[config.mk]
export PLATFORM = sky130hd
export DESIGN_NAME = phase_timer
export DESIGN_NICKNAME = d
export VERILOG_FILES = /design/src/rtl/phase_timer_pkg.sv /design/src/rtl/phase_timer_tick_prescaler.sv /design/src/rtl/phase_timer.sv
export SDC_FILE = /design/constraint.sdc
export NUM_CORES = 1
export LEC_CHECK = 0
export BUFFER_PORTS_ARGS = -buffer_cell sky130_fd_sc_hd__clkbuf_2
export CORE_MARGIN = 4
export CORE_UTILIZATION = 40
export DETAILED_ROUTE_END_ITERATION = 7
export PLACE_DENSITY_LB_ADDON = 0.08
export SYNTH_ARGS = -nofsm -noshare
export SYNTH_HDL_FRONTEND = slang
export SYNTH_SLANG_ARGS = --single-unit
[constraint.sdc]
create_clock -name clk -period 1.85 [get_ports clk]
set_clock_uncertainty 0.05 [all_clocks]
set_input_delay 0.0925 -clock clk [delete_from_list [all_inputs] [get_ports clk]]
set_output_delay 0.0925 -clock clk [all_outputs]
set_load 0.02 [all_outputs]
[src/rtl/phase_timer_pkg.sv]
// Shared types and default constants for the phase timer.
// The top file documents the optional PHASE_TIMER_WARN_EN build macro.
package phase_timer_pkg;

  typedef enum logic [1:0] {
    PT_IDLE,
    PT_RUN,
    PT_DONE
  } pt_state_t;

  // Default mask: counting enabled in controller states 1, 6 and 7.
  localparam logic [15:0] PT_ACTIVE_MASK_DEFAULT = 16'h00C2;
  localparam int          PT_TIMEOUT_DEFAULT     = 15;
  localparam int          PT_MASK_W              = 16;

  // A limit of zero selects the built-in timeout.
  function automatic logic [31:0] pt_limit_sel(input logic [31:0] lim, input logic [31:0] dflt);
    return (lim == 32'd0) ? dflt : lim;
  endfunction

endpackage

[src/rtl/phase_timer_tick_prescaler.sv]
// Divides the system clock down to the count-tick rate.
// The tick strobe is combinational; the parent registers it alongside the count.
module tick_prescaler #(
  parameter int DIV = 4
) (
  input  logic clk,
  input  logic rst,
  input  logic clr,
  input  logic en,
  output logic tick
);

  localparam int              PW   = (DIV > 1) ? $clog2(DIV) : 1;
  localparam logic [PW-1:0]   LAST = PW'(DIV - 1);

  logic [PW-1:0] cnt_q;

  assign tick = en && (cnt_q == LAST);

  always_ff @(posedge clk) begin
    if (rst || clr) begin
      cnt_q <= '0;
    end else if (en) begin
      cnt_q <= (cnt_q == LAST) ? '0 : cnt_q + PW'(1);
    end
  end

endmodule

[src/rtl/phase_timer.sv]
// Per-phase countdown/countup timer driven by a self-generated seconds tick.
// Build macro PHASE_TIMER_WARN_EN adds the registered near-expiry warn output.
module phase_timer
  import phase_timer_pkg::*;
#(
  parameter int          CLK_HZ      = 50_000_000,
  parameter int          TICK_HZ     = 1,
  parameter int          STATE_W     = 4,
  parameter logic [15:0] ACTIVE_MASK = PT_ACTIVE_MASK_DEFAULT,
  parameter int          TIMEOUT     = PT_TIMEOUT_DEFAULT,
  parameter int          CNT_W       = 5
) (
  input  logic               clk,
  input  logic               rst,
  input  logic [STATE_W-1:0] current_state,
  input  logic [STATE_W-1:0] next_state,
  input  logic               clear,
  input  logic               pause,
  input  logic               auto_reload,
  input  logic [CNT_W-1:0]   limit_i,
  output logic               tick,
  output logic [CNT_W-1:0]   count,
  output logic [CNT_W-1:0]   remaining,
  output logic               expired,
  output logic               finished,
  output logic               warn
);

  localparam int              DIV       = CLK_HZ / TICK_HZ;
  localparam logic [CNT_W-1:0] TIMEOUT_C = CNT_W'(TIMEOUT);

  pt_state_t        state_q, state_d;
  logic [CNT_W-1:0] count_q, count_d;
  logic [CNT_W-1:0] limit_q, limit_d;
  logic [CNT_W-1:0] count_inc;
  logic [CNT_W-1:0] limit_sel;
  logic             tick_q, tick_d;
  logic             expired_q, expired_d;
  logic             finished_q, finished_d;
  logic             enabled;
  logic             restart;
  logic             run_en;
  logic             pre_tick;
  logic [PT_MASK_W-1:0] state_hit;

  // Codes beyond the mask width never match, so they read as disabled.
  for (genvar gi = 0; gi < PT_MASK_W; gi++) begin : g_state_hit
    assign state_hit[gi] = (int'(current_state) == gi);
  end

  assign enabled   = |(state_hit & ACTIVE_MASK);
  assign restart   = clear || (current_state != next_state);
  assign run_en    = (state_q == PT_RUN) && enabled && !pause;
  assign count_inc = count_q + CNT_W'(1);
  assign limit_sel = CNT_W'(pt_limit_sel(32'(limit_i), 32'(TIMEOUT_C)));

  tick_prescaler #(
    .DIV (DIV)
  ) u_prescaler (
    .clk  (clk),
    .rst  (rst),
    .clr  (restart || (state_q != PT_RUN)),
    .en   (run_en),
    .tick (pre_tick)
  );

  always_comb begin
    state_d    = state_q;
    count_d    = count_q;
    limit_d    = limit_q;
    tick_d     = 1'b0;
    expired_d  = 1'b0;
    finished_d = finished_q;
    if (restart) begin
      state_d    = PT_IDLE;
      count_d    = '0;
      limit_d    = limit_sel;
      finished_d = 1'b0;
    end else begin
      case (state_q)
        PT_IDLE: begin
          if (enabled && !pause) state_d = PT_RUN;
        end
        PT_RUN: begin
          // Only reachable right after an auto-reload expiry; the prescaler
          // has just wrapped, so no tick can collide with the reload.
          if (count_q == limit_q) begin
            count_d = '0;
          end else if (pre_tick) begin
            tick_d  = 1'b1;
            count_d = count_inc;
            if (count_inc == limit_q) begin
              expired_d  = 1'b1;
              finished_d = 1'b1;
              if (!auto_reload) state_d = PT_DONE;
            end
          end
        end
        PT_DONE: begin
          count_d    = limit_q;
          finished_d = 1'b1;
        end
        default: state_d = PT_IDLE;
      endcase
    end
  end

  always_ff @(posedge clk) begin
    if (rst) begin
      state_q    <= PT_IDLE;
      count_q    <= '0;
      limit_q    <= TIMEOUT_C;
      tick_q     <= 1'b0;
      expired_q  <= 1'b0;
      finished_q <= 1'b0;
    end else begin
      state_q    <= state_d;
      count_q    <= count_d;
      limit_q    <= limit_d;
      tick_q     <= tick_d;
      expired_q  <= expired_d;
      finished_q <= finished_d;
    end
  end

`ifdef PHASE_TIMER_WARN_EN
  localparam logic [CNT_W-1:0] WARN_TICKS = CNT_W'(3);

  logic [CNT_W-1:0] rem_d;
  logic             warn_q, warn_d;

  // Evaluated on next-state values so warn lines up with the count it describes.
  assign rem_d  = limit_d - count_d;
  assign warn_d = (state_d == PT_RUN) && (rem_d != '0) && (rem_d <= WARN_TICKS);

  always_ff @(posedge clk) begin
    if (rst) begin
      warn_q <= 1'b0;
    end else begin
      warn_q <= warn_d;
    end
  end

  assign warn = warn_q;
`else
  assign warn = 1'b0;
`endif

  assign tick      = tick_q;
  assign count     = count_q;
  assign remaining = limit_q - count_q;
  assign expired   = expired_q;
  assign finished  = finished_q;

endmodule
Word level (Yosys, flattened, before mapping)
Cells that the tools add are included.
{ "totals": {"word_cells": 64, "in_bits": 18, "register_bits": 41, "output_inout_bits": 14} }
{ "op_classes": {"n_bitwise": 3, "reduce_logical": 18, "muxes": 17, "n_addsub": 3, "n_eq_ne": 16} }
{ "op_table": {"columns": ["operator", "count"], "rows": [
  ["26-bit by 1-bit adder with 26-bit output, second input constant", 1],
  ["26-bit == test, second input constant", 1],
  ["26-bit 2-to-1 mux", 1],
  ["5-bit 2-to-1 mux", 3],
  ["5-bit == test", 2],
  ["2-bit 2-to-1 mux", 5],
  ["5-bit case mux with 2 select lines", 1],
  ["4-bit == test, second input constant", 2],
  ["2-bit inequality test, second input constant", 4],
  ["2-bit case mux with 3 select lines", 1],
  ["6-bit AND reduction", 1],
  ["5-bit by 1-bit adder with 5-bit output, second input constant", 1],
  ["5-bit logical NOT", 1],
  ["1-bit 2-to-1 mux", 5],
  ["5-bit OR reduction", 1],
  ["5-bit subtractor", 1],
  ["4-bit by 2-bit == test with 1-bit output, second input constant", 1],
  ["1-bit logical AND", 4],
  ["2-bit by 1-bit inequality test with 1-bit output, second input constant", 2],
  ["4-bit inequality test", 1],
  ["4-bit AND reduction", 1],
  ["4-bit OR reduction", 1],
  ["1-bit logical OR", 3],
  ["3-bit by 2-bit inequality test with 1-bit output, second input constant", 1],
  ["other kinds (10)", 12]
]} }

Logic depth before layout (Yosys ltp)
{ "logic_depth": {"ltp_word": 8, "ltp_mapped": 10, "depth_no_buf": 8} }

Modules after synthesis
Synthesis repeated with hierarchy kept, for this count alone.
{ "hier_totals": {"hier_cells": 291, "area_unflattened_um2": 2458.6} }
{ "modules_own_cells": {"columns": ["mod", "cells_each", "seq_area_each_um2", "area_each_um2", "n_inst"], "rows": [
  ["tick_prescaler", 161, 520.5, 1338.8, 1],
  ["phase_timer", 130, 300.3, 1119.8, 1]
]} }

Worst setup path after synthesis
Ideal clock, no wire load.
{ "synth_path": {"path_kind": "reg2reg", "startpoint": "register count_q[1], in the netlist count[1]", "endpoint": "register state_q[0]", "t_arrival_ns": 1.878, "synth_period_minus_slack_ns": 2.060, "setup_slack_ns": -0.210, "setup_ns": 0.132, "path_buffers": 0, "required_ns": 1.668, "path_stages_with_launch": 8, "path_cell_list": "dfxtp_1 > ha_1 > xor2_1 > xnor2_1 > nand4_1 > o41a_1 > o21ai_1 > a21oi_1"} }
{ "synth_via": {"elab_chain_cells": 4, "elab_cells_between_ends": 6, "classes_between": "1 x add/sub; 4 x eq/ne; 1 x reduce/logical"} }
{ "synth_lines": {"columns": ["item", "line_no", "source"], "rows": [
  ["start: declaration", "phase_timer.sv:33", "logic [CNT_W-1:0] count_q, count_d;"],
  ["start signal: assignment", "phase_timer.sv:118", "count_q <= count_d;"],
  ["5-bit by 1-bit adder with 5-bit output", "phase_timer.sv:54", "assign count_inc = count_q + CNT_W'(1);"],
  ["5-bit == test", "phase_timer.sv:92", "if (count_inc == limit_q) begin"],
  ["2-bit by 1-bit inequality test with 1-bit output (no source line)", null, null],
  ["6-bit AND reduction (no source line) *", null, null],
  ["end signal: assignment", "phase_timer.sv:117", "state_q <= state_d;"],
  ["end: declaration", "phase_timer.sv:32", "pt_state_t state_q, state_d;"]
]} }
Every way passes the cells marked *; elsewhere a longest branch is shown, timed or not.
A chain may end at the register's enable or synchronous reset.

Worst setup path in the final report
{ "layout_path": {"startpoint": "register u_prescaler.cnt_q[21]", "endpoint": "register state_q[0]"} }
{ "layout_via": {"elab_chain_cells": 4} }
{ "layout_lines": {"columns": ["item", "line_no", "source"], "rows": [
  ["start: declaration", "phase_timer_tick_prescaler.sv:16", "logic [PW-1:0] cnt_q;"],
  ["start signal: assignment", "phase_timer_tick_prescaler.sv:24", "cnt_q <= (cnt_q == LAST) ? '0 : cnt_q + PW'(1);"],
  ["26-bit == test", "phase_timer_tick_prescaler.sv:18", "assign tick = en && (cnt_q == LAST);"],
  ["1-bit logical AND", "phase_timer_tick_prescaler.sv:18", null],
  ["2-bit inequality test (no source line)", null, null],
  ["6-bit AND reduction (no source line)", null, null]
]} }
No other way between the ends.

==> summary.txt <==
Run status
  • Outcome: finished, violations left
  • Failing checks: setup timing

Worst hold path
  • Tightest Hold Check Type: in -> reg

Setup path
  • CP startpoint kind: flop
  • Buf/Inv on CP: 0
  • Crit Reg-Reg Startpoint: u_prescaler.cnt_q[21]
  • Last element of the critical path: state_q[0]
  • Endpoint of the worst-slack reg-to-reg timing path: state_q[0]
  • Arr. time, crit path: between 2 and 2.5 ns
  • CP cell instances: nand3_2 -> or3_4 -> or3_4 -> o41ai_4 -> nand3_1 -> a21oi_1
  • Family with the most delay on the worst path: simple AND/OR/NAND/NOR gates
  • Setup slack, reg-to-reg: -0.11 ns
  • CP max stage delay: 0.42 ns
  • Library cell appearing most often on the critical path: or3_4
  • Maximum fanout encountered on the critical timing path: 2
  • Setup crit end kind: flop
  • Kind of critical path: reg -> reg
  • Worst setup path startpoint: u_prescaler.cnt_q[21]
  • Logic depth of the worst path, buffers included: 6
  • Cell count of the worst reg-to-reg path: 6
  • Slowest library cell on the worst path: or3_4
  • Required time reported for the critical path endpoint: between 2 and 2.5 ns

Final layout
  • Filler cells: ~450
  • Area of the multi-input gates: 0.001653 mm2
  • Total Nets Final: around 420
  • Non-Filler Cell Area, Final: roughly 0.0036 mm2
  • Area added between synthesis and finish: 58.34%
  • Final cell utilization of the core: ~66%
  • Footprint of the flip-flops and latches: 848.3 um2
  • Antenna Diode Count: 0
  • Layout cell share with drive strength beyond 1: 48.84%

Yosys
  • Average size of a mapped cell: ~8.6 um2
  • Proportion of synthesized flip-flops having asynchronous set or reset: 0%
  • Post-Syn Area: ~0.0023 mm2
  • Yosys warns: 0
  • Top_reg_cell synth: dfxtp_1
  • Synth unique cells: 48
  • Post-synthesis register bit count: a little over 40
  • Share of the yosys chip area belonging to registers: between 30% and 40%
  • Number of cells produced by synthesis: between 200 and 300
  • Number of enable flip-flop cells after synthesis: 0
  • Synth Net Count: slightly below 300

Clock tree
  • Cts bufs inserted: 5
  • Clock tree from TritonCTS: done
  • Register clock-pin slew on the reported worst setup and hold paths: ~0.080 ns
  • Number of H-tree levels: 2
  • Insertion delay to the later sink of the worst-skew pair: 0.30 ns
  • Number of sinks on the clock net: 41
  • Root Driver: clkbuf_8
  • Maximum buffer depth of the clock tree: 2

STA
  • Count of endpoints failing setup in the final report: 31
  • Number of hold violations in the final report: 0
  • Post-layout minimum cycle time: 1.960 ns
  • Worst-case hold slack: 0.02442 ns
  • Unrepaired setup endpoints after global routing: yes
  • Worst Slack Setup Final: -0.1102 ns
  • Final cycle utilization of the critical path: 106.0%
  • Total count of max-transition violations in the final report: 0
  • F_max: just over 500 MHz

Place
  • GP Congestion: about 0.86
  • Total placed instance area: between 0.003 and 0.004 mm2
  • Number of port buffers: 30
  • DP Worst Slack: -0.09252 ns
  • Half-perimeter wire length after detailed placement: around 4400 um

GRT
  • First-pass GRT wire length: about 10,000 um
  • Largest net degree at the start of global routing: 24
  • Total GRT Usage: about 18%
  • Vias in the first global route: about 2,200
  • Overflow left after global routing: 0
  • Antenna violations before repair: 0

Power and ir drop
  • Worst VDD drop: 0.3914 mV
  • P per Cell Area: ~500 mW/mm2
  • Leak pwr: about 1.4 nW

Die
  • Number of rows in the core area: 27
  • Y dimension of the die: about 84 um
  • Die width: 83.89 um
  • IO Count: 32
  • Die Outline Area: roughly 0.0070 mm2
  • Core Area: between 0.005 and 0.006 mm2
  • Starting Density: about 42%

Route
  • Initial DRC count: 100
  • Routed wirelength normalized by instance count: about 14 um
  • Number of detailed-routing iterations run before antenna repair: 4
  • Routed via count divided by cell count: between 4 and 5
  • Antenna Nets Post-Route: 0
  • # DRC: 0
  • Via count: around 2,300
  • Routed wire length: 6240 um

Job
  • Number of max-cap violations: 0
[cells in the mapped netlist (3+ instances only)]
cell type | count | share of area, %
a211oi_1 | 4 | 1.3
a21o_1 | 4 | 1.3
a21oi_1 | 12 | 2.6
and3_1 | 4 | 1.1
and4_1 | 6 | 2.3
dfxtp_1 | 41 | 36
ha_1 | 10 | 5.4
inv_1 | 17 | 2.8
nand2_1 | 17 | 2.8
nand3_1 | 11 | 2.4
nand4_1 | 6 | 1.6
nor2_1 | 48 | 7.8
nor3_1 | 4 | 0.87
o21ai_1 | 3 | 0.65
xnor2_1 | 29 | 11
xor2_1 | 10 | 3.8
[where the power goes]
part           leakage (nW)  switching [W]  internal (W)
registers             0.339     0.00000568      0.000885
clock network        0.0574       0.000333      0.000439
logic                  1.01      0.0000849     0.0000909
[worst min-delay path: cells and delay by family]
family	cells	cell delay (ns)
and+or+nand+nor	1	0.10
buffers and inverters	1	0.09
AOI/OAI and AO/OA	1	0.05
[placed cells by master, fill, tap and decap left out, types with 6 or more instances in the layout]
master	count
buf_4	78
xnor2_1	29
nor2_1	29
clkbuf_2	28
dfxtp_1	25
nand2_1	16
nor2_4	15
dfxtp_2	13
inv_1	12
nand3_1	10
xor2_1	10
a21oi_1	7
inv_2	6
nand4_1	6
clkbuf_8	6
[worst min-delay path by stage]
stage               slack, ns  cells after the start         end       start
floorplan                0.11                      1  limit_q[4]         rst
global placement         0.27                      2  limit_q[4]         rst
detailed placement       0.27                      2  limit_q[2]  limit_i[2]
CTS                      0.01                      3  limit_q[0]  limit_i[0]
global route             0.05                      3  limit_q[0]  limit_i[0]
finish                   0.02                      3  limit_q[0]  limit_i[0]
[flip-flops by register name, indices dropped and copies added (netlist names)]
name and cells:
count 5, expired 1, finished 1, limit_q 5
state_q 2, tick 1, u_prescaler.cnt_q 26
[metal layers]
layer / part of all wire [%] / GRT usage, %
met5: 0 / 0
met4: 0.96 / 4.386
met3: 3.3 / 3.850
met2: 46 / 28.34
met1: 50 / 24.58
[cell type report]
cell class	instances	share of cell area, %
clock buffers	6	2.264
clock inverters	2	1.029
inverters	18	1.852
multi-input cells	204	45.32
flip-flops and latches	41	23.26
well taps	72	2.470
repair buffers	116	23.81
[metrics by stage]
step	setup TNS [ns]	instances	total power [W]
after CTS	-0.1958	453	0.001843
after global routing	-5.333	459	0.001906
after floorplan	-1.400	269	0.0009883
after global placement	-0.2790	431	0.001063
after detailed placement	-0.4901	431	0.001064
final	-1.866	459	0.001838
[kinds of logic after synthesis]
group | count (synthesis) | synth area share (%)
adder cells (fa/ha/maj) | 11 | 6.301
multiplexers | 2 | 0.8691
AO/OA/AOI/OAI | 40 | 12.60
other | 1 | 0.1628
flip-flops | 41 | 35.63
buffers and inverters | 25 | 4.997
AND/OR/NAND/NOR | 110 | 24.61
XOR/XNOR | 39 | 14.83
[timing repair]
item / CTS / global route
cloned: 1 / 3
resized for setup: 20 / 54
endpoints found under the setup margin: 8 / 35
endpoints found under the hold margin: 4 / 0
pin swaps: 16 / 36
buffers inserted: 8 / 3
hold buffers: 5 / 0
Note: power is estimated with default switching activity, not from simulation.
